===== src/rtl/fb_pkg.sv =====
// fb_pkg: shared constants and types for the framebuffer blit arbiter
package fb_pkg;
  localparam int FB_W = 240;
  localparam int FB_H = 160;
  localparam int ADDR_W = 19;
  localparam int PIX_W = 24;
  localparam int DIM_W = 6;
  localparam logic [PIX_W-1:0] KEY = 24'hFF00FF;
  typedef struct packed {
    logic [ADDR_W-1:0] src_base;
    logic [7:0]        x;
    logic [7:0]        y;
    logic [DIM_W-1:0]  w;
    logic [DIM_W-1:0]  h;
  } blit_req_t;
  typedef enum logic [1:0] {IDLE, RUN, DRAIN, DONE} blit_state_e;
endpackage


===== src/rtl/rr_arbiter2.sv =====
// rr_arbiter2: two-way round-robin grant, pointer advances only on accept
module rr_arbiter2 (
  input  logic       Clk,
  input  logic       Reset,
  input  logic [1:0] req,
  input  logic       accept,
  output logic [1:0] grant
);
  logic last_q, last_d;
  always_comb begin
    grant = &req ? (last_q ? 2'b01 : 2'b10) : req;
    last_d = accept ? grant[1] : last_q;
  end
  always_ff @(posedge Clk) begin
    last_q <= Reset ? 1'b1 : last_d;
  end
endmodule


===== src/rtl/fb_blit_arbiter.sv =====
// fb_blit_arbiter: round-robin blit sequencer writing clipped, colour-keyed pixels to the framebuffer
module fb_blit_arbiter
  import fb_pkg::*;
(
  input  logic                   Clk,
  input  logic                   Reset,
  input  logic [1:0]             req_valid,
  output logic [1:0]             req_ready,
  input  logic [1:0][ADDR_W-1:0] req_src_base,
  input  logic [1:0][7:0]        req_x,
  input  logic [1:0][7:0]        req_y,
  input  logic [1:0][DIM_W-1:0]  req_w,
  input  logic [1:0][DIM_W-1:0]  req_h,
  output logic [1:0]             done,
  output logic                   busy,
  output logic [ADDR_W-1:0]      src_addr,
  input  logic [PIX_W-1:0]       src_data,
  output logic [ADDR_W-1:0]      fb_addr,
  output logic [PIX_W-1:0]       fb_data,
  output logic                   fb_we
);
  blit_state_e state_q, state_d;
  blit_req_t job_q, job_d;
  logic g_q, g_d, pv_q, pv_d, accept, gi, run, last_col, last;
  logic [1:0] grant;
  logic [DIM_W-1:0] row_q, row_d, col_q, col_d;
  logic [8:0] dx_q, dx_d, dy_q, dy_d;
  logic [2*DIM_W-1:0] offs;
  rr_arbiter2 u_rr (
    .Clk(Clk),
    .Reset(Reset),
    .req(req_valid),
    .accept(accept),
    .grant(grant)
  );
  assign gi = grant[1];
  assign run = state_q == RUN;
  assign accept = state_q == IDLE && |req_valid && !Reset;
  assign last_col = col_q == job_q.w - DIM_W'(1);
  assign last = last_col && row_q == job_q.h - DIM_W'(1);
  assign offs = row_q * job_q.w;
  always_comb begin
    job_d = accept ? {req_src_base[gi], req_x[gi], req_y[gi], req_w[gi], req_h[gi]} : job_q;
    g_d = accept ? gi : g_q;
    state_d = accept ? ((req_w[gi] == '0 || req_h[gi] == '0) ? DONE : RUN)
            : run ? (last ? DRAIN : RUN)
            : state_q == DRAIN ? DONE : IDLE;
    col_d = (accept || (run && last_col)) ? '0 : run ? col_q + DIM_W'(1) : col_q;
    row_d = accept ? '0 : (run && last_col) ? row_q + DIM_W'(1) : row_q;
    pv_d = run;
    dx_d = 9'(job_q.x) + 9'(col_q);
    dy_d = 9'(job_q.y) + 9'(row_q);
  end
  always_ff @(posedge Clk) begin
    if (Reset) begin
      state_q <= IDLE;
      job_q <= '0;
      g_q <= 1'b0;
      row_q <= '0;
      col_q <= '0;
      pv_q <= 1'b0;
      dx_q <= '0;
      dy_q <= '0;
    end else begin
      state_q <= state_d;
      job_q <= job_d;
      g_q <= g_d;
      row_q <= row_d;
      col_q <= col_d;
      pv_q <= pv_d;
      dx_q <= dx_d;
      dy_q <= dy_d;
    end
  end
  assign req_ready = accept ? grant : 2'b00;
  assign busy = state_q != IDLE || accept;
  assign done = state_q == DONE ? (g_q ? 2'b10 : 2'b01) : 2'b00;
  assign src_addr = run ? job_q.src_base + ADDR_W'(offs) + ADDR_W'(col_q) : '0;
  assign fb_addr = pv_q ? ADDR_W'({dy_q, 8'b0}) - ADDR_W'({dy_q, 4'b0}) + ADDR_W'(dx_q) : '0;
  assign fb_data = pv_q ? src_data : '0;
  assign fb_we = pv_q && dx_q < 9'(FB_W) && dy_q < 9'(FB_H) && src_data != KEY;
endmodule


===== config.mk =====
export PLATFORM = sky130hd
export DESIGN_NAME = fb_blit_arbiter
export DESIGN_NICKNAME = d
export VERILOG_FILES = /design/src/rtl/fb_pkg.sv /design/src/rtl/rr_arbiter2.sv /design/src/rtl/fb_blit_arbiter.sv
export SDC_FILE = /design/constraint.sdc
export NUM_CORES = 1
export LEC_CHECK = 0
export CORE_AREA = 3 3 162 164
export CTS_CLUSTER_DIAMETER = 120
export DETAILED_ROUTE_END_ITERATION = 12
export DIE_AREA = 0 0 165 167
export PLACE_DENSITY = 0.56
export SLEW_MARGIN = 20
export SYNTH_ARGS = -nofsm -noshare
export SYNTH_HDL_FRONTEND = slang
export SYNTH_HIERARCHICAL = 1
export SYNTH_SLANG_ARGS = --single-unit

===== constraint.sdc =====
create_clock -name Clk -period 6.45 [get_ports Clk]
set_input_delay 1.29 -clock Clk [delete_from_list [all_inputs] [get_ports Clk]]
set_output_delay 1.29 -clock Clk [all_outputs]
set_load 0.01 [all_outputs]

==> out/summary.json <==
{
  "setup_path": {
    "setup.worst_path.class": "reg2out",
    "reg2reg_from": "job_q[8]$_SDFFE_PP0P_",
    "timing.reg2reg.setup_slack_ns": 3.61,
    "crit_arrival_ns": 4.96,
    "worstSetupEndpointType": "output port",
    "timing.critical_path.to": "src_addr[15]",
    "worstPathMaxFanout": 6,
    "startpoint_type": "flip-flop",
    "rr_worst_depth": 7,
    "crit-reg2reg-capture": "row_q[5]$_SDFFE_PP0P_",
    "cp_data_required_time_ns": 5.16,
    "startpoint": "row_q[4]$_SDFFE_PP0P_"
  },
  "min_path": {
    "worstHoldStart": "g_q$_SDFFE_PP0P_",
    "hold_path_class": "reg2reg",
    "cell_count_of_the_worst_hold_path": 1
  },
  "final_layout": {
    "number_of_inserted_diodes": 0,
    "final-instance-count-excl-fill": 1449,
    "num-nets-final": 1331,
    "layout-drive-gt1-share": 0.07775,
    "most_frequent_standard_cell_in_the_layout_excluding_fill_and_tap_cells": "sky130_fd_sc_hd__clkdlybuf4s50_1",
    "layout_common_cells": "sky130_fd_sc_hd__clkdlybuf4s50_1, sky130_fd_sc_hd__nor2_1, sky130_fd_sc_hd__inv_1",
    "syn2layout_area_growth_pct": 37.46
  },
  "synthesis": {
    "synth_xor_xnor_area_share": 0.04005,
    "mappedNetlistNets": 1143,
    "postSynth.asyncResetShare": 0,
    "post_synth_adder_cell_area": 0.1942,
    "synth.ff_latch_count": 82,
    "synth_sequential_area_ratio": 0.2208,
    "synth.cell_area_um2": 7436,
    "netlist-cell-type-count": 63,
    "synth_cells": 926,
    "synth_top_cell_by_area": "sky130_fd_sc_hd__dfxtp_1",
    "synthesis.yosys.warnings": 6,
    "yosys.area.top_type_share": 0.2208,
    "synth_compound_gate_area_share": 0.1888,
    "synthesis.area_per_instance_um2": 8.030,
    "synth_simple_gate_area_frac": 0.2110,
    "dominant_combinational_cell_family_by_area_after_synthesis": "simple AND/OR/NAND/NOR gates",
    "synth_enable_flop_cells": 0,
    "top_reg_cell_synth": "sky130_fd_sc_hd__dfxtp_1",
    "synth_mux_area_frac": 0.06747,
    "synth_area_leaders": "sky130_fd_sc_hd__dfxtp_1, sky130_fd_sc_hd__ha_1, sky130_fd_sc_hd__fa_1, sky130_fd_sc_hd__mux2i_1, sky130_fd_sc_hd__a211oi_1"
  },
  "floorplanning": {
    "floorplan.io_pins": 190,
    "core_um2": 25040,
    "chipHeight_um": 167,
    "placement_rows": 58,
    "floorplan.die_area_um2": 27560,
    "initial_core_utilization": 0.2970,
    "die_width_um": 165
  },
  "detailed_routing": {
    "via_per_inst": 4.817,
    "detail-route-antenna-nets": 0,
    "drt-wirelength-per-cell_um": 14.32,
    "met1Wirelength_um": 9851,
    "met2_length_um": 9528,
    "drc": 0,
    "route.met3.wl_um": 1197,
    "detailroute.via_count": 6980,
    "first_iter_violations": 293,
    "tritonroute_pass_1_iters": 4,
    "routed_wirelength_um": 20750,
    "top_layer_used": "met4"
  },
  "status": {
    "run_status": "complete, no violations"
  },
  "place": {
    "numPortBuffers": 189,
    "dp_cells": 1431,
    "place_ws_ns": 0.004568,
    "place_congestion": 0.8161,
    "dp_hpwl_um": 16490
  },
  "global_routing": {
    "pin_count_of_the_biggest_net_entering_global_routing": 72,
    "grt_first_pass_wirelength_um": 33730,
    "antenna_found_initial": 0,
    "grt.overflow.total": 0,
    "grt_pass1_vias": 6862,
    "grt.total_usage": 0.1494
  },
  "cts": {
    "cts_root_buffer": "sky130_fd_sc_hd__clkbuf_16",
    "cts.path.max_buffers": 2,
    "cts_inserted_buffers": 9,
    "numClockSinks": 82,
    "cts-htree-levels": 3,
    "clk-insertion-delay-late_ns": 0.34,
    "clk_pin_slew_ns": 0.06,
    "cts_tree": "done",
    "holdBufCountCts": 0
  },
  "sta": {
    "timing.final.ws_setup_ns": 0.1992,
    "totalNegativeSetupSlack_ns": 0,
    "post-route-min-period_ns": 6.251,
    "timing_max_transition_violations_final": 0,
    "timing.clock.skew_ns": 0.007291,
    "worst_slew_margin_rel": 0.3619,
    "final_setup_viols": 0,
    "tightest_slew_ns": 0.9551,
    "hold_viol_final": 0,
    "min_period_over_period": 0.9691,
    "grt_setup_unrepaired": "yes",
    "fmax_mhz": 160.0
  },
  "pwr": {
    "power.ir.vdd_worst_v": 0.0001256,
    "leakagePower_nw": 4.256,
    "power_density_nw_per_um2": 181.9
  },
  "job": {
    "number_of_violations_of_the_max_capacitance_limit": 0
  }
}
stage by stage:
stage | utilization | instance area [um2] | total power, mW | hold WS, ns
4_1_cts | 0.4053 | 10150 | 1.878 | 0.4797
6_report | 0.4082 | 10220 | 1.859 | 0.4795
2_1_floorplan | - | 7436 | 1.048 | 0.4412
3_3_place_gp | 0.3921 | 9816 | 1.306 | 0.4524
3_5_place_dp | 0.3921 | 9816 | 1.311 | 0.4682
5_1_grt | 0.4082 | 10220 | 1.988 | 0.5060
Yosys cell counts, types with 10 or more instances:
| cell type | instances |
|---|---|
| sky130_fd_sc_hd__a21o_1 | 10 |
| sky130_fd_sc_hd__nor2b_1 | 12 |
| sky130_fd_sc_hd__nor3_1 | 23 |
| sky130_fd_sc_hd__or3_1 | 10 |
| sky130_fd_sc_hd__a21oi_1 | 37 |
| sky130_fd_sc_hd__inv_1 | 103 |
| sky130_fd_sc_hd__xnor2_1 | 19 |
| sky130_fd_sc_hd__o21a_1 | 13 |
| sky130_fd_sc_hd__nand2_1 | 44 |
| sky130_fd_sc_hd__dfxtp_1 | 82 |
| sky130_fd_sc_hd__clkbuf_1 | 37 |
| sky130_fd_sc_hd__o21ai_0 | 27 |
| sky130_fd_sc_hd__a31oi_1 | 10 |
| sky130_fd_sc_hd__nand4_1 | 11 |
| sky130_fd_sc_hd__xor2_1 | 15 |
| sky130_fd_sc_hd__ha_1 | 61 |
| sky130_fd_sc_hd__mux2i_1 | 49 |
| sky130_fd_sc_hd__a211oi_1 | 57 |
| sky130_fd_sc_hd__and2_1 | 52 |
| sky130_fd_sc_hd__fa_1 | 34 |
| sky130_fd_sc_hd__nor2_1 | 104 |
metal layers:
metal | vias to the layer above | GRT usage
li1 | 3605 | -
met1 | 3174 | 0.2007
met2 | 192 | 0.2508
met3 | 9 | 0.02587
met4 | 0 | 0.03063
met5 | - | 0
kinds of logic (layout without fill, tap and decap cells):
family,after synthesis,after routing
adders and majority gates,95,95
muxes,50,50
DFF,82,82
AOI/OAI and AO/OA,205,205
buffers and inverters,151,344
xor gates and xnor gates,34,34
and+or+nand+nor,309,309
state kept, by name, summed over array words and instances, names as in the netlist:
| register | count |
|---|---|
| row_q | 6 |
| job_q | 47 |
| col_q | 6 |
| state_q | 2 |
| g_q | 1 |
| dx_q | 9 |
| pv_q | 1 |
| dy_q | 9 |
| u_rr/last_q | 1 |
worst min-delay path by stage:
| stage | slack (ns) | end |
|---|---|---|
| finish | 0.48 | g_q$_SDFFE_PP0P_ |
| global route | 0.51 | dy_q[8]$_SDFF_PP0_ |
| CTS | 0.48 | g_q$_SDFFE_PP0P_ |
| detailed placement | 0.47 | g_q$_SDFFE_PP0P_ |
| global placement | 0.45 | g_q$_SDFFE_PP0P_ |
| floorplan | 0.44 | g_q$_SDFFE_PP0P_ |
critical path, cell delays in order, from the launching register on:
cell and delay (ns):
sky130_fd_sc_hd__dfxtp_1 0.35, sky130_fd_sc_hd__and2_1 0.17, sky130_fd_sc_hd__fa_1 0.52, sky130_fd_sc_hd__fa_1 0.55, sky130_fd_sc_hd__inv_1 0.05, sky130_fd_sc_hd__fa_1 0.50
sky130_fd_sc_hd__fa_1 0.54, sky130_fd_sc_hd__inv_1 0.04, sky130_fd_sc_hd__ha_1 0.29, sky130_fd_sc_hd__o21a_1 0.17, sky130_fd_sc_hd__o21a_2 0.25, sky130_fd_sc_hd__and3_2 0.26
sky130_fd_sc_hd__a2111oi_4 0.36, sky130_fd_sc_hd__buf_4 0.19, sky130_fd_sc_hd__o21ai_0 0.07, sky130_fd_sc_hd__a21oi_1 0.15, sky130_fd_sc_hd__clkbuf_2 0.15
cell type report:
class	count	area, um2
clock buffers	12	246.5
clock inverters	4	75.07
repair buffers	225	2145
fillers	2538	14820
inverters	103	386.6
well taps	330	412.9
multi-input cells	693	5310
flip-flops and latches	82	1645
power breakdown:
group	total (mW)	internal, mW	switching (mW)
sequential	0.612	0.560	0.0514
clock	0.563	0.350	0.212
combinational	0.685	0.334	0.351
total	1.86	1.24	0.615
what timing repair did:
action                                  CTS  global route
endpoints found under the setup margin    6             9
gates resized for setup                  12            26
setup buffers                             0             2
pin swaps                                 0             7
Power figures use the tool's default switching activity.
